==> src/rtl/adpcm_pkg.sv <==
`default_nettype none
// ============================================================================
// Package : adpcm_pkg
// Shared widths, header length and FSM encoding for the ADPCM stream sequencer.
// Rev     : 1.0  initial release
// ============================================================================
package adpcm_pkg;

    localparam int PCM_W   = 16;
    localparam int CODE_W  = 4;
    localparam int IDX_W   = 7;
    localparam int HDR_LEN = 3;

    typedef enum logic [2:0] {
        RX_LO    = 3'd0,
        RX_HI    = 3'd1,
        HDR0     = 3'd2,
        HDR1     = 3'd3,
        HDR2     = 3'd4,
        ENC_WAIT = 3'd5,
        EMIT     = 3'd6
    } seq_state_e;

endpackage

`default_nettype wire

==> src/rtl/adpcm_stream_sequencer.sv <==
`default_nettype none
// ============================================================================
// Module : adpcm_stream_sequencer
// Assembles PCM samples, drives the ADPCM encoder, packs codes and frames blocks.
// Rev    : 1.0  initial release
// ============================================================================
module adpcm_stream_sequencer
    import adpcm_pkg::*;
#(
    parameter int BLOCK_LEN = 64,
    parameter bit HDR_EN    = 1'b1
) (
    input  logic              clk,
    input  logic              rst,
    input  logic [7:0]        in_byte,
    input  logic              in_valid,
    output logic              in_ready,
    input  logic              flush,
    output logic [PCM_W-1:0]  enc_sample,
    output logic              enc_start,
    input  logic              enc_done,
    input  logic [CODE_W-1:0] enc_code,
    input  logic [PCM_W-1:0]  enc_pred,
    input  logic [IDX_W-1:0]  enc_index,
    output logic [7:0]        out_byte,
    output logic              out_valid,
    input  logic              out_ready,
    output logic              block_start,
    output logic              busy
);

    localparam int               CNT_W    = (BLOCK_LEN > 1) ? $clog2(BLOCK_LEN) : 1;
    localparam logic [CNT_W-1:0] CNT_LAST = CNT_W'(BLOCK_LEN - 1);

    seq_state_e                  state_q, state_d;
    logic [7:0]                  lo_q, lo_d;
    logic [PCM_W-1:0]            sample_q, sample_d;
    logic [CNT_W-1:0]            cnt_q, cnt_d;
    logic                        half_q, half_d;
    logic [CODE_W-1:0]           nib_q, nib_d;
    logic [HDR_LEN-1:0][7:0]     hdr_q, hdr_d;
    logic [7:0]                  emit_q, emit_d;
    logic                        start_q, start_d;
    logic                        bstart_q, bstart_d;
    logic                        flush_pend_q, flush_pend_d;
    logic                        flush_act;

    always_ff @(posedge clk) begin
        if (rst) begin
            state_q      <= RX_LO;
            lo_q         <= '0;
            sample_q     <= '0;
            cnt_q        <= '0;
            half_q       <= 1'b0;
            nib_q        <= '0;
            hdr_q        <= '0;
            emit_q       <= '0;
            start_q      <= 1'b0;
            bstart_q     <= 1'b0;
            flush_pend_q <= 1'b0;
        end else begin
            state_q      <= state_d;
            lo_q         <= lo_d;
            sample_q     <= sample_d;
            cnt_q        <= cnt_d;
            half_q       <= half_d;
            nib_q        <= nib_d;
            hdr_q        <= hdr_d;
            emit_q       <= emit_d;
            start_q      <= start_d;
            bstart_q     <= bstart_d;
            flush_pend_q <= flush_pend_d;
        end
    end

    assign flush_act = flush | flush_pend_q;

    always_comb begin
        state_d      = state_q;
        lo_d         = lo_q;
        sample_d     = sample_q;
        cnt_d        = cnt_q;
        half_d       = half_q;
        nib_d        = nib_q;
        hdr_d        = hdr_q;
        emit_d       = emit_q;
        start_d      = 1'b0;
        bstart_d     = 1'b0;
        flush_pend_d = flush_pend_q | flush;
        in_ready     = 1'b0;
        out_valid    = 1'b0;
        out_byte     = 8'h00;

        case (state_q)
            RX_LO: begin
                // A flush leaving a half-filled byte blocks input while it is emitted.
                in_ready = !(flush_act && half_q);
                if (flush_act) begin
                    flush_pend_d = 1'b0;
                    cnt_d        = '0;
                    if (half_q) begin
                        emit_d  = {4'h0, nib_q};
                        half_d  = 1'b0;
                        state_d = EMIT;
                    end
                end
                if (in_valid && in_ready) begin
                    lo_d    = in_byte;
                    state_d = RX_HI;
                end
            end

            RX_HI: begin
                if (flush) begin
                    state_d = RX_LO;
                end else begin
                    in_ready = 1'b1;
                    if (in_valid) begin
                        sample_d = {in_byte, lo_q};
                        bstart_d = (cnt_q == '0);
                        if (HDR_EN && (cnt_q == '0)) begin
                            hdr_d[0] = enc_pred[7:0];
                            hdr_d[1] = enc_pred[15:8];
                            hdr_d[2] = {1'b0, enc_index};
                            state_d  = HDR0;
                        end else begin
                            start_d = 1'b1;
                            state_d = ENC_WAIT;
                        end
                    end
                end
            end

            HDR0: begin
                out_valid = 1'b1;
                out_byte  = hdr_q[0];
                if (out_ready) begin
                    state_d = HDR1;
                end
            end

            HDR1: begin
                out_valid = 1'b1;
                out_byte  = hdr_q[1];
                if (out_ready) begin
                    state_d = HDR2;
                end
            end

            HDR2: begin
                out_valid = 1'b1;
                out_byte  = hdr_q[2];
                if (out_ready) begin
                    start_d = 1'b1;
                    state_d = ENC_WAIT;
                end
            end

            ENC_WAIT: begin
                // start_q marks the first cycle, where enc_done is ignored.
                if (!start_q && enc_done) begin
                    cnt_d = (cnt_q == CNT_LAST) ? '0 : cnt_q + 1'b1;
                    if (!half_q) begin
                        nib_d   = enc_code;
                        half_d  = 1'b1;
                        state_d = RX_LO;
                    end else begin
                        emit_d  = {enc_code, nib_q};
                        half_d  = 1'b0;
                        state_d = EMIT;
                    end
                end
            end

            EMIT: begin
                out_valid = 1'b1;
                out_byte  = emit_q;
                if (out_ready) begin
                    state_d = RX_LO;
                end
            end

            default: begin
                state_d = RX_LO;
            end
        endcase
    end

    assign enc_sample  = sample_q;
    assign enc_start   = start_q;
    assign block_start = bstart_q;
    assign busy        = (state_q != RX_LO) || half_q;

endmodule

`default_nettype wire

==> config.mk <==
export PLATFORM = sky130hd
export DESIGN_NAME = adpcm_stream_sequencer
export DESIGN_NICKNAME = d
export VERILOG_FILES = /design/src/rtl/adpcm_pkg.sv /design/src/rtl/adpcm_stream_sequencer.sv
export SDC_FILE = /design/constraint.sdc
export NUM_CORES = 1
export LEC_CHECK = 0
export ABC_AREA = 1
export BUFFER_PORTS_ARGS = -buffer_cell sky130_fd_sc_hd__buf_4
export CORE_UTILIZATION = 53
export CTS_CLUSTER_SIZE = 12
export DETAILED_ROUTE_END_ITERATION = 10
export GPL_TIMING_DRIVEN = 1
export PLACE_DENSITY = 0.79
export SLEW_MARGIN = 20
export SYNTH_ARGS = -nofsm -noshare
export SYNTH_HDL_FRONTEND = slang
export SYNTH_SLANG_ARGS = --single-unit
==> constraint.sdc <==
create_clock -name clk -period 1.6 [get_ports clk]
set_input_delay 0.16 -clock clk [delete_from_list [all_inputs] [get_ports clk]]
set_output_delay 0.16 -clock clk [all_outputs]
set_load 0.02 [all_outputs]
After elaboration in Yosys (flattened, before gate mapping)
Cells that the tools add are included.
Word-level totals
  register bits after elaboration: 72
  output and inout port bits: 29
Operators by class
  $add $sub $neg: 1
  bitwise logic cells: 5
  mux-type cells: 35
  reduce and logical (&&, ||, !) cells: 20
  eq/ne operators: 18
Operators by type and width (count)
  3-bit two-way mux: 12
  8-bit two-way mux: 4
  8-bit case mux with 4 select lines: 1
  3-bit case mux with 7 select lines: 1
  6-bit two-way mux: 3
  2-bit != test (second input constant): 8
  8-bit case mux with 2 select lines: 1
  6-bit case mux with 2 select lines: 1
  3-bit == test (second input constant): 3
  1-bit two-way mux: 9
  3-bit != test (second input constant): 3
  3-bit AND reduction: 3
  8-bit AND reduction: 1
  4-bit OR reduction: 2
  6-bit by 1-bit adder with 6-bit output (second input constant): 1
  3-bit by 2-bit == test with 1-bit output (second input constant): 2
  6-bit == test (second input constant): 1
  6-bit zero test: 1
  1-bit case mux with 2 select lines: 3
  5-bit AND reduction: 1
  1-bit NOT: 4
  4-bit AND reduction: 1
  3-bit by 1-bit == test with 1-bit output (second input constant): 1
  1-bit logical AND: 3
  8 further kinds: 9

Logic depth before layout (Yosys ltp)
  depth after elaboration: 6
  gate-level depth with buffers: 10

Worst setup path after synthesis
Ideal clock, no wire load.
  kind: flip-flop to output port
  from: register state_q[2]
  to: output out_byte[2]
  path buffers: 0
  slack: 0.109 ns
  required time: 1.440 ns
  stages on the path, launching flop included: 6
  arrival: 1.331 ns
  cells stage by stage: dfxtp_1 inv_2 nand2_1 nor2_1 inv_1 o21ai_0
On the way
  longest elaborated chain between the ends: 2
  elaborated cells between the ends (all ways): 5
  classes of those cells: eq/ne: 4; mux: 1
RTL lines
  start: declaration: line adpcm_stream_sequencer.sv:35  | seq_state_e state_q, state_d;
  start signal: assignment: line adpcm_stream_sequencer.sv:62  | state_q <= state_d;
  3-bit == test or 3-bit by 2-bit == test with 1-bit output (tied branches): line adpcm_stream_sequencer.sv:94  | case (state_q)
  8-bit case mux with 4 select lines *: line adpcm_stream_sequencer.sv:94
  end: declaration: line adpcm_stream_sequencer.sv:25  | output logic [7:0] out_byte,
Mark *: on every way between the ends. The rest lies on a longest branch, timed or not.

Worst setup path in the final report
  from: register state_q[0]
  to: output out_byte[4]
The elaborated chain is that of the path after synthesis.

==> results.md <==
- Dpl cell area: 3690 µm²
- Synth Net Count: 466
- CTS H-tree lvls: 3
- Synthesized flop and latch total: 72
- Clk sink count: 72
- Skew-Pair Late Insertion Delay: 0.35 ns
- Setup CP Type: register to output pin
- Die Span Y: 77.9 µm
- Gate Count Post-Synth: 423
- Fin. max-slew vios: 0
- Top cells by area, synth: dfxtp_1, nor2_1, o21ai_0, a21oi_1, nand2_1
- Final setup violation count: 9
- Arr. time, crit path: 1.54 ns
- Kind of path behind the tightest hold check: input pin to register
- Finished Cell Area: 4090 µm²
- GP Congestion: around 0.92
- First-pass GRT wire length: between 10000 and 15000 µm
- CP dominant cell by count: inv_2
- Area grow syn2layout: 33.9%
- Post-DR vias/cell: 5.23
- Leakage: 1.83 nW
- Crit end category: output pin
- CP max stage delay: 0.36 ns
- Largest net degree at the start of global routing: 48
- CP max stage cell: dfxtp_4
- Worst EP required: 1.44 ns
- Routed len/inst: about 14 µm
- Critical-path cell list: inv_2 > nand2_4 > nor2_4 > inv_2 > o22ai_1 > a21oi_1 > o21ai_1 > buf_4
- Final hold vios: 0
- CTS buffer count: 9
- DR pass1 iterations: 5
- Core ar.: 5540 µm²
- Final HPWL DP: ~5100 µm
- Setup slack at placement: 0.0688 ns
- Number of distinct library cells after synthesis: 30
- Via count: 3056
- Hold Buf Count CTS: 0
- Gr usage total: 0.271
- Post-layout minimum cycle time: 1.70 ns
- Avg Inst Size Synth: 7.22 µm²
- Critical path fanouts, max: 4
- GRT overflow: 0
- TritonCTS clock tree: built
- Clk network pwr share: 0.211
- Synthesized area: roughly 3100 µm²
- IO Port Bufs: slightly below 70
- Worst hold margin: 0.0470 ns
- Combinational share of power: 0.415
- Detailed Route Iter0 Violations: 180
- Switch Pwr: about 0.0024 W
- DRC viols: 0
- FF-to-FF setup slack: around 0.090 ns
- Synth top area share: 0.472
- Relative slew slack: 0.664
- Routed WL: roughly 7900 µm
- # fillers: 436
- Net Sw Frac: 0.402
- Part of the power in registers: 0.374
- Initial Utilization: 0.551
- FMAX: 589 MHz
- Power Density: 1460 nW/µm²
- Violated checks: setup timing
- Initial antenna violation count: 0
- Internal: between 0.003 and 0.004 W
- CTS Root Cell: clkbuf_8
- Final worst slack: -0.0971 ns
- DIE AREA: around 6000 µm²
- Period utilization: 1.06
- Clk_skew: approximately 0.0085 ns
- RSZ-0062 raised after global routing: yes
- Core Util, Final: 0.739
- Most area-hungry cell type in the Yosys netlist: dfxtp_1
- DRT antenna net count: 0
- Clock transition at path regs: 0.08 ns
- Synth warn: 0
- Sequential fraction of the synthesis area: 0.472
- Chip width: 77.9 µm
- Max-cap violations: 0
- Antenna Cells: 0
- Clock buffer depth: 2
- Slew @ Worst Pin: 0.501 ns
- Max VDD drop: roughly 1.1 mV
- Core Rows: 27
- Share of cells above drive strength 1: 0.283
- Final nets: 550
- Worst setup SP type: register
- Vias in the first global route: 2739
- Status: finished with violations
- I/O pins: 70
[state kept, by name, indices dropped and copies added (netlist names)]
name,flops
block_start,1
cnt_q,6
emit_q,8
enc_sample,16
enc_start,1
flush_pend_q,1
half_q,1
hdr_q,23
lo_q,8
nib_q,4
state_q,3
[cell usage after synthesis]
master     number
clkinv_2        1
buf_2           3
a211oi_1        1
dfxtp_1        72
a221oi_1        1
nand2_4         2
clkinv_1        1
nand3_4         1
clkbuf_2        1
nand2_1        53
o22ai_1         3
nor4_4          1
ha_1            2
clkbuf_1        7
nand3_2         1
a21oi_1        40
nand3_1        11
inv_1          47
nor2_2          5
o21ai_1         1
buf_4           2
o221ai_1        1
o21ai_0        65
o2111ai_1       3
nand4_1         1
buf_6           1
buf_1           1
a22oi_1         2
nor2_1         89
inv_2           4
[layout by cell type (no fill, tap or decap), types with 2 or more instances in the layout]
master,netlist,routed
o21ai_1,1,8
nor2_1,89,85
a22oi_1,2,2
o21ai_0,65,58
inv_4,0,3
dfxtp_4,0,3
clkbuf_8,0,9
nand2_4,2,4
buf_4,2,81
buf_12,0,2
nand2_1,53,47
ha_1,2,2
clkinv_4,0,3
inv_1,47,42
nor2_4,0,4
clkinv_2,1,2
nand2_2,0,4
a21oi_1,40,38
nand3_4,1,2
o2111ai_2,0,2
o22ai_2,0,2
nor2_2,5,5
a21oi_2,0,2
nand3_1,11,11
buf_6,1,5
dfxtp_1,72,69
inv_2,4,6
[stage by stage]
step	total power (W)	TNS, ns	instances
global placement	0.00417	0	559
global route	0.00633	-1.20	584
finish	0.00596	-0.549	584
CTS	0.00575	-0.348	582
floorplan	0.00356	0	423
detailed placement	0.00422	0	559
[worst paths after layout]
path / end / cells past startpoint / startpoint
worst max-delay path: out_byte[4] / 8 / state_q[0]$_SDFFE_PP0P_
worst min-delay path: enc_sample[15]$_SDFFE_PP0P_ / 3 / in_byte[7]
worst max register to register: emit_q[5]$_SDFFE_PP0P_ / 10 / state_q[1]$_SDFFE_PP0P_
worst min register to register: hdr_q[19]$_SDFFE_PP0P_ / 2 / hdr_q[19]$_SDFFE_PP0P_
[layout make-up]
cell class / instances / area, µm² / share of cell area
Clock inverter: 6 / 43.8 / 0.0107
Timing Repair Buffer: 88 / 704 / 0.172
Clock buffer: 10 / 128 / 0.0312
Inverter: 53 / 211 / 0.0517
Tap cell: 72 / 90.1 / 0.0220
Sequential cell: 72 / 1450 / 0.355
Multi-Input combinational cell: 283 / 1460 / 0.357
[layer usage]
metal	wire [µm]	GRT usage	vias up
li1	-	-	1542
met1	3570	0.354	1383
met2	3780	0.427	117
met3	443	0.0776	14
met4	125	0.0944	0
met5	0	0	-
[worst max-delay path, delay by kind of cell, from the launching register on]
kind                   cells  cell delay, ns
AND/OR/NAND/NOR            2            0.21
flip-flops                 1            0.36
AO/OA/AOI/OAI              3            0.32
buffers and inverters      3            0.32
[power groups by stage]
| stage | combinational, W | clock (W) | sequential, W |
|---|---|---|---|
| 2_1_floorplan | 0.00132 | 0 | 0.00224 |
| 3_3_place_gp | 0.00196 | 0 | 0.00222 |
| 3_5_place_dp | 0.00200 | 0 | 0.00222 |
| 4_1_cts | 0.00225 | 0.00128 | 0.00222 |
| 5_1_grt | 0.00269 | 0.00138 | 0.00226 |
| 6_report | 0.00247 | 0.00126 | 0.00223 |
[logic make-up after synthesis]
family	after synthesis	share of synthesized area
and+or+nand+nor	164	0.228
AOI/OAI and AO/OA	117	0.201
adders and majority gates	2	0.00819
DFF	72	0.472
buffers and inverters	68	0.0905
[repair_timing]
item | 4_1_cts | 5_1_grt
gates resized for setup | 35 | 19
setup endpoints to repair | 8 | 47
setup buffers | 7 | 2
pin swaps | 2 | 4
(Power assumes the default switching activity.)
